==> config.mk <==
export PLATFORM = sky130hd
export DESIGN_NAME = barrier_controller
export DESIGN_NICKNAME = d
export VERILOG_FILES = /design/src/rtl/barrier_controller_pkg.sv /design/src/rtl/lowest_set_idx.sv /design/src/rtl/barrier_controller.sv
export SDC_FILE = /design/constraint.sdc
export NUM_CORES = 2
export LEC_CHECK = 0
export CORE_MARGIN = 1
export CORE_UTILIZATION = 50
export DETAILED_ROUTE_END_ITERATION = 8
export PLACE_DENSITY = 0.78
export SLEW_MARGIN = 20
export SYNTH_ARGS = -nofsm -noshare
export SYNTH_HDL_FRONTEND = slang
export SYNTH_SLANG_ARGS = --single-unit
==> constraint.sdc <==
create_clock -name clk -period 5.8 [get_ports clk]
set_input_delay 1.16 -clock clk [delete_from_list [all_inputs] [get_ports clk]]
set_output_delay 1.16 -clock clk [all_outputs]
set_load 0.02 [all_outputs]
==> src/rtl/barrier_controller_pkg.sv <==
// Shared types for the barrier controller slot table.
// Masks are stored at full warp-mask width; the top slices to NUM_WARPS.
package barrier_types;

  localparam int BARRIER_ID_W = 16;
  localparam int BLOCK_ID_W   = 10;
  localparam int WARP_MASK_W  = 32;

  typedef enum logic [1:0] {
    FREE    = 2'd0,
    COLLECT = 2'd1,
    DONE    = 2'd2
  } slot_state_e;

  typedef struct packed {
    slot_state_e             state;
    logic [BARRIER_ID_W-1:0] barrier_id;
    logic [BLOCK_ID_W-1:0]   block_id;
    logic [WARP_MASK_W-1:0]  expected;
    logic [WARP_MASK_W-1:0]  arrived;
  } barrier_slot_t;

endpackage

==> src/rtl/lowest_set_idx.sv <==
// Priority encoder: index of the lowest set bit, plus an any-set flag.
module lowest_set_idx #(
  parameter int N     = 4,
  parameter int IDX_W = (N > 1) ? $clog2(N) : 1
) (
  input  logic [N-1:0]     mask,
  output logic [IDX_W-1:0] idx,
  output logic             any
);

  always_comb begin
    idx = '0;
    any = |mask;
    for (int i = N - 1; i >= 0; i--) begin
      if (mask[i]) idx = IDX_W'(i);
    end
  end

endmodule

==> src/rtl/barrier_controller.sv <==
// Barrier synchronisation unit: tracks warp arrivals per (block, barrier)
// in a slot table, presents parked warps as stall and issues releases.
module barrier_controller
  import barrier_types::*;
#(
  parameter int NUM_WARPS = 32,
  parameter int NUM_SLOTS = 4
) (
  input  logic                    clk,
  input  logic                    rst,
  input  logic [BARRIER_ID_W-1:0] barrier_id,
  input  logic [BLOCK_ID_W-1:0]   block_id,
  input  logic [5:0]              warp_id,
  input  logic [31:0]             thread_mask,
  input  logic [NUM_WARPS-1:0]    expected_mask,
  input  logic                    request_valid,
  output logic                    ready,
  output logic [BARRIER_ID_W-1:0] release_barrier_id,
  output logic [BLOCK_ID_W-1:0]   release_block_id,
  output logic [NUM_WARPS-1:0]    release_warp_mask,
  output logic                    release_valid,
  input  logic                    release_ready,
  output logic                    stall,
  output logic [NUM_WARPS-1:0]    stall_warp_mask,
  output logic                    protocol_err
);

  localparam int SLOT_W = (NUM_SLOTS > 1) ? $clog2(NUM_SLOTS) : 1;

  barrier_slot_t slot_q [NUM_SLOTS];
  barrier_slot_t slot_d [NUM_SLOTS];

  logic [NUM_SLOTS-1:0]   free_vec;
  logic [NUM_SLOTS-1:0]   done_vec;
  logic [NUM_SLOTS-1:0]   hit_vec;
  logic [SLOT_W-1:0]      free_idx;
  logic [SLOT_W-1:0]      done_idx;
  logic [SLOT_W-1:0]      hit_idx;
  logic                   any_free;
  logic                   any_done;
  logic                   hit;
  logic                   accept;
  logic                   rel_fire;
  logic                   warp_ok;
  logic                   err_d;
  logic                   err_q;
  logic [WARP_MASK_W-1:0] warp_bit;
  logic [WARP_MASK_W-1:0] exp_in;
  logic [WARP_MASK_W-1:0] hit_arrived;
  logic [WARP_MASK_W-1:0] stall_acc;
  logic                   unused_thread;

  // Thread activity does not affect barrier accounting.
  assign unused_thread = ^thread_mask;

  assign warp_ok  = int'(warp_id) < NUM_WARPS;
  assign warp_bit = warp_ok ? (WARP_MASK_W'(1) << warp_id) : '0;

  always_comb begin
    exp_in = '0;
    exp_in[NUM_WARPS-1:0] = expected_mask;
  end

  always_comb begin
    free_vec  = '0;
    done_vec  = '0;
    hit_vec   = '0;
    stall_acc = '0;
    for (int s = 0; s < NUM_SLOTS; s++) begin
      free_vec[s] = slot_q[s].state == FREE;
      done_vec[s] = slot_q[s].state == DONE;
      hit_vec[s]  = (slot_q[s].state == COLLECT) &&
                    (slot_q[s].barrier_id == barrier_id) &&
                    (slot_q[s].block_id == block_id);
      if (slot_q[s].state != FREE) stall_acc = stall_acc | slot_q[s].arrived;
    end
  end

  lowest_set_idx #(.N(NUM_SLOTS), .IDX_W(SLOT_W)) u_free (
    .mask (free_vec),
    .idx  (free_idx),
    .any  (any_free)
  );

  lowest_set_idx #(.N(NUM_SLOTS), .IDX_W(SLOT_W)) u_done (
    .mask (done_vec),
    .idx  (done_idx),
    .any  (any_done)
  );

  lowest_set_idx #(.N(NUM_SLOTS), .IDX_W(SLOT_W)) u_hit (
    .mask (hit_vec),
    .idx  (hit_idx),
    .any  (hit)
  );

  assign ready    = hit | any_free;
  assign accept   = request_valid & ready;
  assign rel_fire = any_done & release_ready;

  // Hit, free and done slots are always distinct, so the writes never collide.
  always_comb begin
    for (int s = 0; s < NUM_SLOTS; s++) slot_d[s] = slot_q[s];
    err_d       = 1'b0;
    hit_arrived = slot_q[hit_idx].arrived | warp_bit;
    if (accept) begin
      unique case (1'b1)
        !warp_ok: err_d = 1'b1;
        warp_ok && hit: begin
          if (((slot_q[hit_idx].arrived & warp_bit) != '0) ||
              ((slot_q[hit_idx].expected & warp_bit) == '0)) begin
            err_d = 1'b1;
          end else begin
            slot_d[hit_idx].arrived = hit_arrived;
            if (hit_arrived == slot_q[hit_idx].expected)
              slot_d[hit_idx].state = DONE;
          end
        end
        warp_ok && !hit: begin
          if ((exp_in & warp_bit) == '0) begin
            err_d = 1'b1;
          end else begin
            slot_d[free_idx].state      = (warp_bit == exp_in) ? DONE : COLLECT;
            slot_d[free_idx].barrier_id = barrier_id;
            slot_d[free_idx].block_id   = block_id;
            slot_d[free_idx].expected   = exp_in;
            slot_d[free_idx].arrived    = warp_bit;
          end
        end
      endcase
    end
    if (rel_fire) begin
      slot_d[done_idx].state   = FREE;
      slot_d[done_idx].arrived = '0;
    end
  end

  always_ff @(posedge clk) begin
    if (rst) begin
      for (int s = 0; s < NUM_SLOTS; s++) slot_q[s] <= '0;
      err_q <= 1'b0;
    end else begin
      for (int s = 0; s < NUM_SLOTS; s++) slot_q[s] <= slot_d[s];
      err_q <= err_d;
    end
  end

  assign release_valid      = any_done;
  assign release_barrier_id = any_done ? slot_q[done_idx].barrier_id : '0;
  assign release_block_id   = any_done ? slot_q[done_idx].block_id : '0;
  assign release_warp_mask  =
    any_done ? slot_q[done_idx].arrived[NUM_WARPS-1:0] : '0;
  assign stall_warp_mask    = stall_acc[NUM_WARPS-1:0];
  assign stall              = |stall_warp_mask;
  assign protocol_err       = err_q;

endmodule

==> results.yml <==
layout:
  final_cell_mix: "sky130_fd_sc_hd__nand2_1 (780), sky130_fd_sc_hd__buf_4 (461), sky130_fd_sc_hd__dfxtp_1 (369)"
  flow.area_growth_from_synthesis_pct: 27.0
  drive_above_1_share_pct: 16.8
  fin_util_pct: 65.0
  area.sequential_mm2: 0.00739
  multi_input_area_mm2: 0.0165
  final_common_cell: "sky130_fd_sc_hd__nand2_1"
  fill_cells: 4381
  fin_nets: 4022
pwr:
  p_seq_share_pct: 42.5
  p_leak_nw: 11.5
  p_clk_share_pct: 45.7
  power.total_mw: 6.24
  switching_pwr_mw: 1.80
  switching_share_pct: 28.9
  p_comb_share_pct: 11.8
  internal_power_mw: 4.43
  vdd_drop_max_mv: 0.248
  powerDensity_mw_per_mm2: 195
sta:
  grt_setup_unrepaired: "false"
  max-slew-margin-rel_pct: 6.84
  fin_ws_ns: -0.181
  slew_violations: 0
  worst_slew_pin_slew_ns: 1.38
  fmax_ghz: 0.167
  setup-violations-final: 9
  report.final.hold_viol_count: 0
  period_needed_ns: 5.98
  post_route_setup_tns_ns: -1.13
  timing.final.crit_share_pct: 103
  final_setup_skew_ns: 0.0337
setup_path:
  maximum_single_stage_delay_on_the_critical_path_ns: 0.96
  path_delay_family: "compound AO/OA/AOI/OAI gates"
  worst_r2r_startpoint: "slot_q[2][90]$_SDFF_PP0_"
  worstReg2RegEnd: "slot_q[3][91]$_SDFF_PP0_"
  timing.critical_path.fanout_max: 8
  critPathCaptureType: "register"
  kind_of_critical_path: "in -> reg"
  worst-r2r-setup-slack_ns: 0.45
  worst_path_cell_trace: "clkdlybuf4s50_1 -> buf_4 -> xor2_1 -> nor4_1 -> buf_4 -> and4_1 -> buf_4 -> buf_4 -> o2111ai_1 -> a311oi_1 -> nor2_1 -> a2111oi_0 -> buf_4 -> nor4b_1 -> and4b_1 -> and4_1 -> nand2_1 -> buf_4 -> o21ai_0"
  cp_slowest_cell: "sky130_fd_sc_hd__a311oi_1"
  critical_path_arrival_ns: 6.46
  critPathBufInv: 7
  worstPathRequired_ns: 6.28
  worst_r2r_path_depth: 16
  worst_path_most_repeated_cell: "sky130_fd_sc_hd__buf_4"
  setup.worst_path.start_class: "primary input"
logic_synthesis:
  yosys_warnings: 0
  netlist_instances: 3521
  syn-mean-instance-area_um2: 7.17
  synth_sequential_area_ratio_pct: 29.3
  synth-async-reset-ratio_pct: 0
  ys_types: 85
  synthesis.area_mm2: 0.0252
  postSynthNetCount: 3653
  ys_seq_elements: 369
  ys_dominant_reg_cell: "sky130_fd_sc_hd__dfxtp_1"
  synthTopCellsByArea: "sky130_fd_sc_hd__dfxtp_1 (29%), sky130_fd_sc_hd__nand2_1 (12%), sky130_fd_sc_hd__a21oi_1 (6.7%)"
  count_of_flip_flops_with_a_built_in_enable_after_synthesis: 0
  synth_largest_type_area_fraction_pct: 29.3
  synth_top_area_cell: "sky130_fd_sc_hd__dfxtp_1"
floorplanning:
  die_outline_width_um: 227
  fp.coreArea_mm2: 0.0494
  die_area_mm2: 0.0514
  die_y_um: 227
  placement_rows: 81
  start_util_pct: 51.2
  num_io_pins: 194
clocking:
  clk_latency_ns: 0.62
  clock_buffer_depth: 3
  htree_num_levels: 2
  post-cts-setup-buffer-count: 0
  clockRootBuffer: "sky130_fd_sc_hd__clkbuf_16"
  cts_sinks: 369
  tritoncts_clock_tree: "done"
  clk_pin_slew_worst_paths_ns: 0.06
  ctsHoldBuffers: 0
  cts-buffers-inserted: 44
  post_cts_resized: 0
grt:
  antenna_found_initial: 6
  largest_net_degree_at_the_start_of_global_routing: 189
  grt_pass1_vias: 29900
  grt_overflow_total: 0
  grt_first_pass_wirelength_um: 208000
  global_route.usage.total_pct: 55.7
hold_path:
  hold_depth: 2
  worstHoldPathType: "reg -> reg"
detailed_routing:
  via_count: 33000
  postRouteAntennaNets: 0
  avgRoutedWirePerCell_um: 31.8
  drt_wl_total_um: 146000
  drt_first_iter_violations: 6454
  drc: 2
  via_per_inst: 7.19
  drt_pre_antenna_iters: 9
status:
  violations: "DRC, setup timing"
  status: "finished, violations left"
placement:
  place_hpwl_um: 102000
  numPortBuffers: 161
  finalWeightedCongestion: 1.11
job:
  timing.max_cap.violations: 0
## cell families (layout without fill, tap and decap cells)
kind of cell / count (synthesis) / in the layout / share of synthesized area, %
simple gates: 1371 / 1371 / 24.8
flops: 369 / 369 / 29.3
buf+inv: 374 / 776 / 6.28
mux: 71 / 71 / 2.89
fa+ha+maj: 32 / 32 / 1.59
xor+xnor: 117 / 117 / 4.06
other cells: 0 / 2 / 0
compound gates: 1187 / 1187 / 31.1
## per-stage QoR
step | hold WS (ns) | setup slack [ns] | instance area [um2] | instances
2_1_floorplan | 0.433 | 1.26 | 25200 | 3521
3_3_place_gp | 0.438 | -0.177 | 30600 | 4508
3_5_place_dp | 0.443 | -0.199 | 30600 | 4508
4_1_cts | 0.451 | 0.111 | 32000 | 4587
5_1_grt | 0.471 | 0.000768 | 32100 | 4588
6_report | 0.451 | -0.181 | 32100 | 4589
## final cells by class
cell class                 count  share of cell area [%]
multi-input combinational   2778                    51.4
sequential                   369                    23.0
timing repair buffer         659                    18.1
clock buffer                  58                    3.69
tap                          664                    2.59
clock inverter                21                   0.718
inverter                      38                   0.445
antenna                        2                  0.0156
## power by group through the flow
stage               Combinational (mW)  Sequential (mW)  Clock [mW]
finish                           0.734             2.65        2.85
global route                     0.755             2.65        2.93
CTS                              0.695             2.64        2.82
detailed placement               0.691             2.70           0
global placement                 0.687             2.70           0
floorplan                        0.345             2.67           0
## how the worst max path moves through the flow
stage                              from                        to  depth (start not counted)
after global placement    barrier_id[6]  slot_q[3][91]$_SDFF_PP0_                         19
final                     barrier_id[5]  slot_q[3][91]$_SDFF_PP0_                         19
after detailed placement  barrier_id[6]  slot_q[3][20]$_SDFF_PP0_                         20
after floorplan           barrier_id[0]   slot_q[1][1]$_SDFF_PP0_                         16
after CTS                 barrier_id[5]                     ready                         11
after global routing        block_id[1]                     ready                         12
## per-layer routing
metal / global-route usage (%) / vias up / part of all wire, %
met1: 67.3 / 15300 / 35
met4: 41.9 / 8 / 9.5
met2: 77.6 / 3049 / 39
li1: - / 13800 / -
met5: 0.880 / - / 0.054
met3: 23.5 / 833 / 16
## worst reg2reg max path: cells and delay by family, from the launching register on
| family | cells | cell delay [ns] |
|---|---|---|
| simple gates | 9 | 2.29 |
| buf+inv | 4 | 0.77 |
| compound gates | 3 | 1.74 |
| flops | 1 | 0.44 |
## synthesized netlist by cell type, types with 17 or more instances
library cell                instances
sky130_fd_sc_hd__o21ai_1           52
sky130_fd_sc_hd__o2111ai_1         26
sky130_fd_sc_hd__a221oi_1          39
sky130_fd_sc_hd__clkbuf_1         234
sky130_fd_sc_hd__a211oi_1          18
sky130_fd_sc_hd__nor3_1            99
sky130_fd_sc_hd__buf_2             70
sky130_fd_sc_hd__inv_1             37
sky130_fd_sc_hd__nand2b_1          17
sky130_fd_sc_hd__xor2_1            62
sky130_fd_sc_hd__and2_1            25
sky130_fd_sc_hd__dfxtp_1          369
sky130_fd_sc_hd__mux2i_1           59
sky130_fd_sc_hd__nor4_1            60
sky130_fd_sc_hd__nor2_1           116
sky130_fd_sc_hd__a2111oi_0         28
sky130_fd_sc_hd__xnor2_1           55
sky130_fd_sc_hd__ha_1              32
sky130_fd_sc_hd__and3_1            34
sky130_fd_sc_hd__a311oi_1          80
sky130_fd_sc_hd__o21ai_0          169
sky130_fd_sc_hd__o211ai_1          23
sky130_fd_sc_hd__o22ai_1          112
sky130_fd_sc_hd__a22oi_1          135
sky130_fd_sc_hd__o311ai_0          20
sky130_fd_sc_hd__nand3_1           98
sky130_fd_sc_hd__nand2_1          785
sky130_fd_sc_hd__a21oi_1          337
sky130_fd_sc_hd__o221ai_1          20
sky130_fd_sc_hd__nand4_1           51
Note: power is estimated with default switching activity, not from simulation.
